$ cat src/rtl/frontend_pkg.sv
// Shared front-end definitions for the fetch/decode boundary.
//   INSTR_W      : instruction word width
//   PC_W         : PC width carried by fetch_lane_t
//   fetch_lane_t : one fetch lane {valid, pc, instr}
//   popcount     : number of set bits in a lane mask (up to 64 lanes)
package frontend_pkg;

  localparam int unsigned INSTR_W = 32;
  localparam int unsigned PC_W    = 32;

  typedef struct packed {
    logic               valid;
    logic [PC_W-1:0]    pc;
    logic [INSTR_W-1:0] instr;
  } fetch_lane_t;

  function automatic int unsigned popcount(input logic [63:0] mask);
    int unsigned n;
    n = 0;
    for (int unsigned i = 0; i < 64; i++) begin
      n = n + 32'(mask[i]);
    end
    return n;
  endfunction

endpackage

$ cat src/rtl/fetch_queue_if.sv
// Fetch/decode handshake bundle for fetch_queue.
//   in_valid/in_pc/in_instr : fetch group offered to the queue
//   in_ready                : queue can take a full fetch group
//   out_valid/out_pc/out_instr : lanes presented to decode
//   out_ready               : decode takes every presented lane
//   count                   : queue occupancy
// Modports: slave = queue side, master = fetch/decode side.
interface fetch_queue_if
  import frontend_pkg::*;
#(
  parameter int FETCH_W = 2,
  parameter int DEC_W   = 2,
  parameter int XLEN    = 32,
  parameter int CNT_W   = 4
) ();

  logic [FETCH_W-1:0]         in_valid;
  logic [FETCH_W*XLEN-1:0]    in_pc;
  logic [FETCH_W*INSTR_W-1:0] in_instr;
  logic                       in_ready;
  logic [DEC_W-1:0]           out_valid;
  logic [DEC_W*XLEN-1:0]      out_pc;
  logic [DEC_W*INSTR_W-1:0]   out_instr;
  logic                       out_ready;
  logic [CNT_W-1:0]           count;

  modport slave (
    input  in_valid, in_pc, in_instr, out_ready,
    output in_ready, out_valid, out_pc, out_instr, count
  );

  modport master (
    output in_valid, in_pc, in_instr, out_ready,
    input  in_ready, out_valid, out_pc, out_instr, count
  );

endinterface

$ cat src/rtl/fq_compact.sv
// Combinational lane compaction: valid input lanes are packed, in
// ascending lane order, into output lanes starting at lane 0.
//   in_valid/in_pc/in_instr : raw fetch lanes
//   c_valid/c_pc/c_instr    : compacted lanes (contiguous valid, zero elsewhere)
//   n_valid                 : number of valid lanes
module fq_compact
  import frontend_pkg::*;
#(
  parameter int FETCH_W = 2,
  parameter int XLEN    = 32,
  localparam int N_W    = $clog2(FETCH_W + 1)
) (
  input  logic [FETCH_W-1:0]         in_valid,
  input  logic [FETCH_W*XLEN-1:0]    in_pc,
  input  logic [FETCH_W*INSTR_W-1:0] in_instr,
  output logic [FETCH_W-1:0]         c_valid,
  output logic [FETCH_W*XLEN-1:0]    c_pc,
  output logic [FETCH_W*INSTR_W-1:0] c_instr,
  output logic [N_W-1:0]             n_valid
);

  // rank[i] = number of valid lanes below lane i = destination slot of lane i
  logic [N_W-1:0] rank [FETCH_W];

  always_comb begin
    rank[0] = '0;
    for (int unsigned i = 1; i < FETCH_W; i++) begin
      rank[i] = rank[i-1] + N_W'(in_valid[i-1]);
    end
  end

  always_comb begin
    c_valid = '0;
    c_pc    = '0;
    c_instr = '0;
    for (int unsigned j = 0; j < FETCH_W; j++) begin
      for (int unsigned i = j; i < FETCH_W; i++) begin
        if (in_valid[i] && (rank[i] == N_W'(j))) begin
          c_valid[j]                     = 1'b1;
          c_pc[j*XLEN +: XLEN]           = in_pc[i*XLEN +: XLEN];
          c_instr[j*INSTR_W +: INSTR_W]  = in_instr[i*INSTR_W +: INSTR_W];
        end
      end
    end
  end

  assign n_valid = N_W'(popcount(64'(in_valid)));

endmodule

$ cat src/rtl/fetch_queue.sv
// Instruction queue between fetch and decode. Decouples fetch and decode
// lane counts, compacts invalid fetch lanes on entry and absorbs decode
// back-pressure. A flush discards all contents.
//   clk, reset : clock, synchronous active-high reset
//   flush      : redirect flush, beats enqueue/dequeue that cycle
//   bus        : fetch_queue_if slave (fetch group in, decode lanes out, count)
// Optional: define FETCH_QUEUE_BYPASS_EN for 0-cycle bypass when empty.
module fetch_queue
  import frontend_pkg::*;
#(
  parameter int FETCH_W = 2,
  parameter int DEC_W   = 2,
  parameter int XLEN    = 32,
  parameter int DEPTH   = 8,
  parameter int CNT_W   = $clog2(DEPTH + 1)
) (
  input logic clk,
  input logic reset,
  input logic flush,
  fetch_queue_if.slave bus
);

  localparam int IDX_W = $clog2(DEPTH);
  localparam int PTR_W = IDX_W + 1;
  localparam int N_W   = $clog2(FETCH_W + 1);

  logic [XLEN-1:0]    mem_pc    [DEPTH];
  logic [INSTR_W-1:0] mem_instr [DEPTH];
  logic [PTR_W-1:0]   head, tail;
  logic [CNT_W-1:0]   count;

  logic [FETCH_W-1:0]         c_valid;
  logic [FETCH_W*XLEN-1:0]    c_pc;
  logic [FETCH_W*INSTR_W-1:0] c_instr;
  logic [N_W-1:0]             n_in;
  logic [CNT_W-1:0]           n_in_c, n_skip, n_enq, n_deq;
  logic                       do_enq;

  logic [DEC_W-1:0]         q_valid;
  logic [DEC_W*XLEN-1:0]    q_pc;
  logic [DEC_W*INSTR_W-1:0] q_instr;
  logic [IDX_W-1:0]         rd_idx [DEC_W];
  logic [IDX_W-1:0]         wr_idx [FETCH_W];
  logic [FETCH_W-1:0]       wr_en;

  fq_compact #(.FETCH_W(FETCH_W), .XLEN(XLEN)) u_compact (
    .in_valid (bus.in_valid),
    .in_pc    (bus.in_pc),
    .in_instr (bus.in_instr),
    .c_valid  (c_valid),
    .c_pc     (c_pc),
    .c_instr  (c_instr),
    .n_valid  (n_in)
  );

  // Wrap-bit pointers: the difference is the occupancy, DEPTH when full.
  assign count     = CNT_W'(tail - head);
  assign bus.count = count;
  assign bus.in_ready = (CNT_W'(DEPTH) - count) >= CNT_W'(FETCH_W);
  assign n_in_c    = CNT_W'(n_in);

  always_comb begin
    q_valid = '0;
    q_pc    = '0;
    q_instr = '0;
    for (int unsigned i = 0; i < DEC_W; i++) begin
      rd_idx[i] = head[IDX_W-1:0] + IDX_W'(i);
      if (CNT_W'(i) < count) begin
        q_valid[i]                     = 1'b1;
        q_pc[i*XLEN +: XLEN]           = mem_pc[rd_idx[i]];
        q_instr[i*INSTR_W +: INSTR_W]  = mem_instr[rd_idx[i]];
      end
    end
  end

`ifdef FETCH_QUEUE_BYPASS_EN
  localparam int BX = FETCH_W + DEC_W;
  logic                   byp_active;
  logic [BX-1:0]          byp_valid;
  logic [BX*XLEN-1:0]     byp_pc;
  logic [BX*INSTR_W-1:0]  byp_instr;

  assign byp_active = (count == '0) && !flush && !reset;
  assign byp_valid  = BX'(c_valid);
  assign byp_pc     = (BX*XLEN)'(c_pc);
  assign byp_instr  = (BX*INSTR_W)'(c_instr);
  // Lanes taken by decode straight from the input are not written.
  assign n_skip = (byp_active && bus.out_ready)
                ? ((n_in_c < CNT_W'(DEC_W)) ? n_in_c : CNT_W'(DEC_W)) : '0;

  always_comb begin
    bus.out_valid = q_valid;
    bus.out_pc    = q_pc;
    bus.out_instr = q_instr;
    if (byp_active) begin
      bus.out_valid = byp_valid[DEC_W-1:0];
      bus.out_pc    = byp_pc[DEC_W*XLEN-1:0];
      bus.out_instr = byp_instr[DEC_W*INSTR_W-1:0];
    end
  end
`else
  assign n_skip        = '0;
  assign bus.out_valid = q_valid;
  assign bus.out_pc    = q_pc;
  assign bus.out_instr = q_instr;
`endif

  assign do_enq = bus.in_ready && (|bus.in_valid);
  assign n_enq  = do_enq ? (n_in_c - n_skip) : '0;
  assign n_deq  = bus.out_ready ? CNT_W'(popcount(64'(q_valid))) : '0;

  always_comb begin
    wr_en = '0;
    for (int unsigned k = 0; k < FETCH_W; k++) begin
      wr_idx[k] = tail[IDX_W-1:0] + IDX_W'(k) - IDX_W'(n_skip);
      wr_en[k]  = do_enq && c_valid[k] && (CNT_W'(k) >= n_skip);
    end
  end

  always_ff @(posedge clk) begin
    if (reset || flush) begin
      head <= '0;
      tail <= '0;
    end else begin
      for (int unsigned k = 0; k < FETCH_W; k++) begin
        if (wr_en[k]) begin
          mem_pc[wr_idx[k]]    <= c_pc[k*XLEN +: XLEN];
          mem_instr[wr_idx[k]] <= c_instr[k*INSTR_W +: INSTR_W];
        end
      end
      tail <= tail + PTR_W'(n_enq);
      head <= head + PTR_W'(n_deq);
    end
  end

endmodule
$ cat src/flat_wrapper.sv
// flat-port wrapper written by rule: the top's interface ports become plain ports
module fetch_queue_flat import frontend_pkg::*;
#(
  parameter int FETCH_W = 2,
  parameter int DEC_W   = 2,
  parameter int XLEN    = 32,
  parameter int DEPTH   = 8,
  parameter int CNT_W   = $clog2(DEPTH + 1)
)
  (clk, reset, flush, bus_in_valid, bus_in_pc, bus_in_instr, bus_out_ready, bus_in_ready, bus_out_valid, bus_out_pc, bus_out_instr, bus_count);
  fetch_queue_if #(.FETCH_W(FETCH_W), .DEC_W(DEC_W), .XLEN(XLEN), .CNT_W(CNT_W)) bus_i ();
  input logic clk;
  input logic reset;
  input logic flush;
  input wire logic [$bits(bus_i.in_valid)-1:0] bus_in_valid;
  input wire logic [$bits(bus_i.in_pc)-1:0] bus_in_pc;
  input wire logic [$bits(bus_i.in_instr)-1:0] bus_in_instr;
  input wire logic [$bits(bus_i.out_ready)-1:0] bus_out_ready;
  output wire logic [$bits(bus_i.in_ready)-1:0] bus_in_ready;
  output wire logic [$bits(bus_i.out_valid)-1:0] bus_out_valid;
  output wire logic [$bits(bus_i.out_pc)-1:0] bus_out_pc;
  output wire logic [$bits(bus_i.out_instr)-1:0] bus_out_instr;
  output wire logic [$bits(bus_i.count)-1:0] bus_count;
  assign bus_i.in_valid = bus_in_valid;
  assign bus_i.in_pc = bus_in_pc;
  assign bus_i.in_instr = bus_in_instr;
  assign bus_i.out_ready = bus_out_ready;
  assign bus_in_ready = bus_i.in_ready;
  assign bus_out_valid = bus_i.out_valid;
  assign bus_out_pc = bus_i.out_pc;
  assign bus_out_instr = bus_i.out_instr;
  assign bus_count = bus_i.count;
  fetch_queue #(.FETCH_W(FETCH_W), .DEC_W(DEC_W), .XLEN(XLEN), .DEPTH(DEPTH), .CNT_W(CNT_W)) u_core (.clk(clk), .reset(reset), .flush(flush), .bus(bus_i));
endmodule
$ cat config.mk
export PLATFORM = sky130hd
export DESIGN_NAME = fetch_queue_flat
export DESIGN_NICKNAME = d
export VERILOG_FILES = /design/src/rtl/frontend_pkg.sv /design/src/rtl/fetch_queue_if.sv /design/src/rtl/fq_compact.sv /design/src/rtl/fetch_queue.sv /design/src/flat_wrapper.sv
export SDC_FILE = /design/constraint.sdc
export NUM_CORES = 1
export LEC_CHECK = 0
export BUFFER_PORTS_ARGS = -buffer_cell sky130_fd_sc_hd__clkbuf_2
export CAP_MARGIN = 40
export CORE_UTILIZATION = 46
export CTS_BUF_LIST = sky130_fd_sc_hd__clkbuf_4 sky130_fd_sc_hd__clkbuf_8
export CTS_CLUSTER_DIAMETER = 60
export DETAILED_ROUTE_END_ITERATION = 7
export HOLD_SLACK_MARGIN = 0.03
export PLACE_DENSITY = 0.64
export SYNTH_ARGS = -nofsm -noshare
export SYNTH_HDL_FRONTEND = slang
export SYNTH_SLANG_ARGS = --single-unit
$ cat constraint.sdc
create_clock -name clk -period 13.7 [get_ports clk]
set_input_delay 2.74 -clock clk [delete_from_list [all_inputs] [get_ports clk]]
set_output_delay 2.74 -clock clk [all_outputs]
set_load 0.01 [all_outputs]
==> metrics.csv <==
metric;value;unit
status;complete, no violations;
fin_setup_tns;0;ps
areaGrowthSynthToFinish;12.3;%
cp_max_fo;44;
yosys_most_used_dff;edfxtp_1;
dieArea;68800;um^2
clock_sink_count;520;
routed_via_density;6.47;
cts_root_buffer;clkbuf_8;
grt_max_degree;51;
dr_total_vias;20843;
gp_congestion;0.789;
antenna_found_initial;10;
seqPwrFrac;0.341;
synth_edf_count;512;
post-dp-hpwl;53.2;mm
cp.arrival;4800;ps
clkPwrFrac;0.239;
drt_first_iter_violations;2351;
die_w;262;um
grt_overflow_total;0;
rsz0062_at_grt;no;
leakage;0.0123;uW
clockBufferDepth;3;
drive_above_1_share;0.467;
ant_nets;0;
post_cts_buffers;0;
cts_max_level;3;
critPathKind;reg2out;
ys_seq_elements;520;
ys_seq_area_frac;0.499;
postSynthAreaPerCell;15.4;um^2
max-vdd-ir-drop;267;uV
seqCellArea;15500;um^2
drc_errors;0;
power.internal;3490;uW
routed_wl;97.5;mm
dr.pass1.iters;5;
fp.dieH;262;um
end_kind;primary output;
period_needed;7540;ps
clk_pin_slew;60;ps
ctsResizeCount;0;
worstSetupStartpointType;flop;
yosysWarnings;0;
slew_violations;0;
min_path_type;reg2reg;
grt_pass1_wl;142;mm
clock_latency;690;ps
synthArstFlopShare;0;
sw_frac_of_total;0.390;
comb_power_share;0.420;
synth_fp_nets;2174;
final_cells;3222;
n_fill_cell;5612;
yosysTopAreaCell;edfxtp_1;
multi_input_area;14700;um^2
fmax;133;MHz
synth.distinct_cells;33;
finClkSkew;28.2;ps
numPortBuffers;268;
grt_pass1_vias;21301;
relSlewSlack;0.396;
design.core.area;67000;um^2
synth.top_cell.area_share;0.494;
postSynthCellCount;2022;
ctsHoldBuffers;0;
nets;2427;
initial_core_util;0.465;
core.rowCount;95;
finish.utilization;0.522;
tritoncts;yes;
finalSetupViolCount;0;
cts_buffers;90;
cellPowerDensity;163;nW/um^2
grt_usage;0.280;
period_share;0.551;
final_hold_viol_count;0;
worstPathRequired;10960;ps
tightest_slew;906;ps
ios;269;
wl_per_cell;30.2;um
cap_violations;0;
placed_cells;3055;
syn_area;31100;um^2
netlist_top_cells_area;edfxtp_1 (49%), mux4_2 (19%), mux2_2 (12%);
p_sw;2230;uW
==> cell families (layout without fill, tap and decap cells) <==
logic type,after synthesis,after routing,share of synthesized area
xor+xnor,13,13,0.00438
simple gates,311,311,0.0395
buf+inv,181,499,0.0354
other cells,0,9,0
flops,520,520,0.499
compound gates,211,211,0.0438
mux,768,768,0.370
fa+ha+maj,18,18,0.00795
==> power by group through the flow <==
| stage | clock (uW) | combinational (uW) | sequential [uW] |
|---|---|---|---|
| 6_report | 1360 | 2400 | 1950 |
| 4_1_cts | 1380 | 2390 | 1950 |
| 5_1_grt | 1440 | 2530 | 1960 |
| 2_1_floorplan | 0 | 1430 | 1950 |
| 3_5_place_dp | 0 | 2380 | 1980 |
| 3_3_place_gp | 0 | 2330 | 1970 |
==> registers in the layout, summed over array words and instances, names as in the netlist <==
name and flops:
u_core.head 4, u_core.mem_instr 256, u_core.mem_pc 256, u_core.tail 4
==> stage by stage <==
stage                     setup WS (ps)  instance area, um^2  hold slack (ps)  total power (uW)
after global placement             6480                33100              522              4300
after detailed placement           6840                33300              539              4360
after floorplan                    6430                31100              505              3380
after global routing               5970                35000              585              5930
after CTS                          6080                34900              553              5710
final                              6160                35000              552              5710
==> final cells by class <==
type / instances / area share
Clock inverter: 35 / 0.00483
Multi-Input combinational cell: 1321 / 0.420
Antenna cell: 9 / 0.000644
Inverter: 16 / 0.00172
Sequential cell: 520 / 0.444
Tap cell: 873 / 0.0312
Clock buffer: 122 / 0.0425
Timing Repair Buffer: 326 / 0.0549
==> layout by cell type, fill, tap and decap left out, types with 3 or more instances in the layout <==
cell,Yosys,routed
edfxtp_1,512,512
mux2_2,345,345
nand2_1,274,274
clkbuf_2,0,268
mux4_2,256,256
mux2_1,167,167
a21oi_1,139,131
clkbuf_8,0,91
a22o_1,63,63
buf_4,0,49
clkbuf_4,0,31
clkinv_1,0,21
inv_1,16,15
nor2_1,15,14
a21oi_4,6,14
ha_1,15,13
diode_2,0,9
clkinv_2,0,7
and2_1,6,6
xnor2_1,6,5
clkinvlp_4,0,5
buf_16,0,5
dfxtp_1,8,5
xor2_1,5,4
nand3_1,3,3
nor3_1,3,3
fa_1,3,3
buf_12,0,3
dfxtp_4,0,3
==> cells in the mapped netlist (all sizes together), types with 3 or more instances <==
cell and n:
xnor2 6, clkbuf 57, nor2 15, a22o 63, a21oi 145, mux4 256
nor3 4, ha 15, xor2 6, buf 108, dfxtp 8, and2 6
nand2 274, inv 16, nand3 3, fa 3, mux2 512, edfxtp 512
==> worst max-delay path, cell delays in order (launching register included) <==
cell,delay [ps]
dfxtp_4,840
buf_4,380
buf_16,300
ha_4,680
buf_4,760
mux4_2,590
nand2_1,80
a21oi_1,150
clkbuf_2,190
==> routing by layer <==
metal  global-route usage  vias up  part of all wire
li1                     -     8626                 -
met1                0.372    10915              0.39
met2                0.456     1102              0.48
met3               0.0527      196             0.088
met4                0.112        4             0.035
met5                    0        -           0.00025
==> final timing paths <==
path | from | endpoint | slack [ps] | depth (start not counted)
setup / recovery | u_core.head[1]$_SDFF_PP0_ | bus_out_pc[63] | 6160 | 8
hold / removal | u_core.head[3]$_SDFF_PP0_ | u_core.head[3]$_SDFF_PP0_ | 550 | 2
setup reg to reg | u_core.head[2]$_SDFF_PP0_ | u_core.head[1]$_SDFF_PP0_ | 8360 | 15
hold reg to reg | u_core.head[3]$_SDFF_PP0_ | u_core.head[3]$_SDFF_PP0_ | 550 | 2
Note: power is estimated with default switching activity, not from simulation.
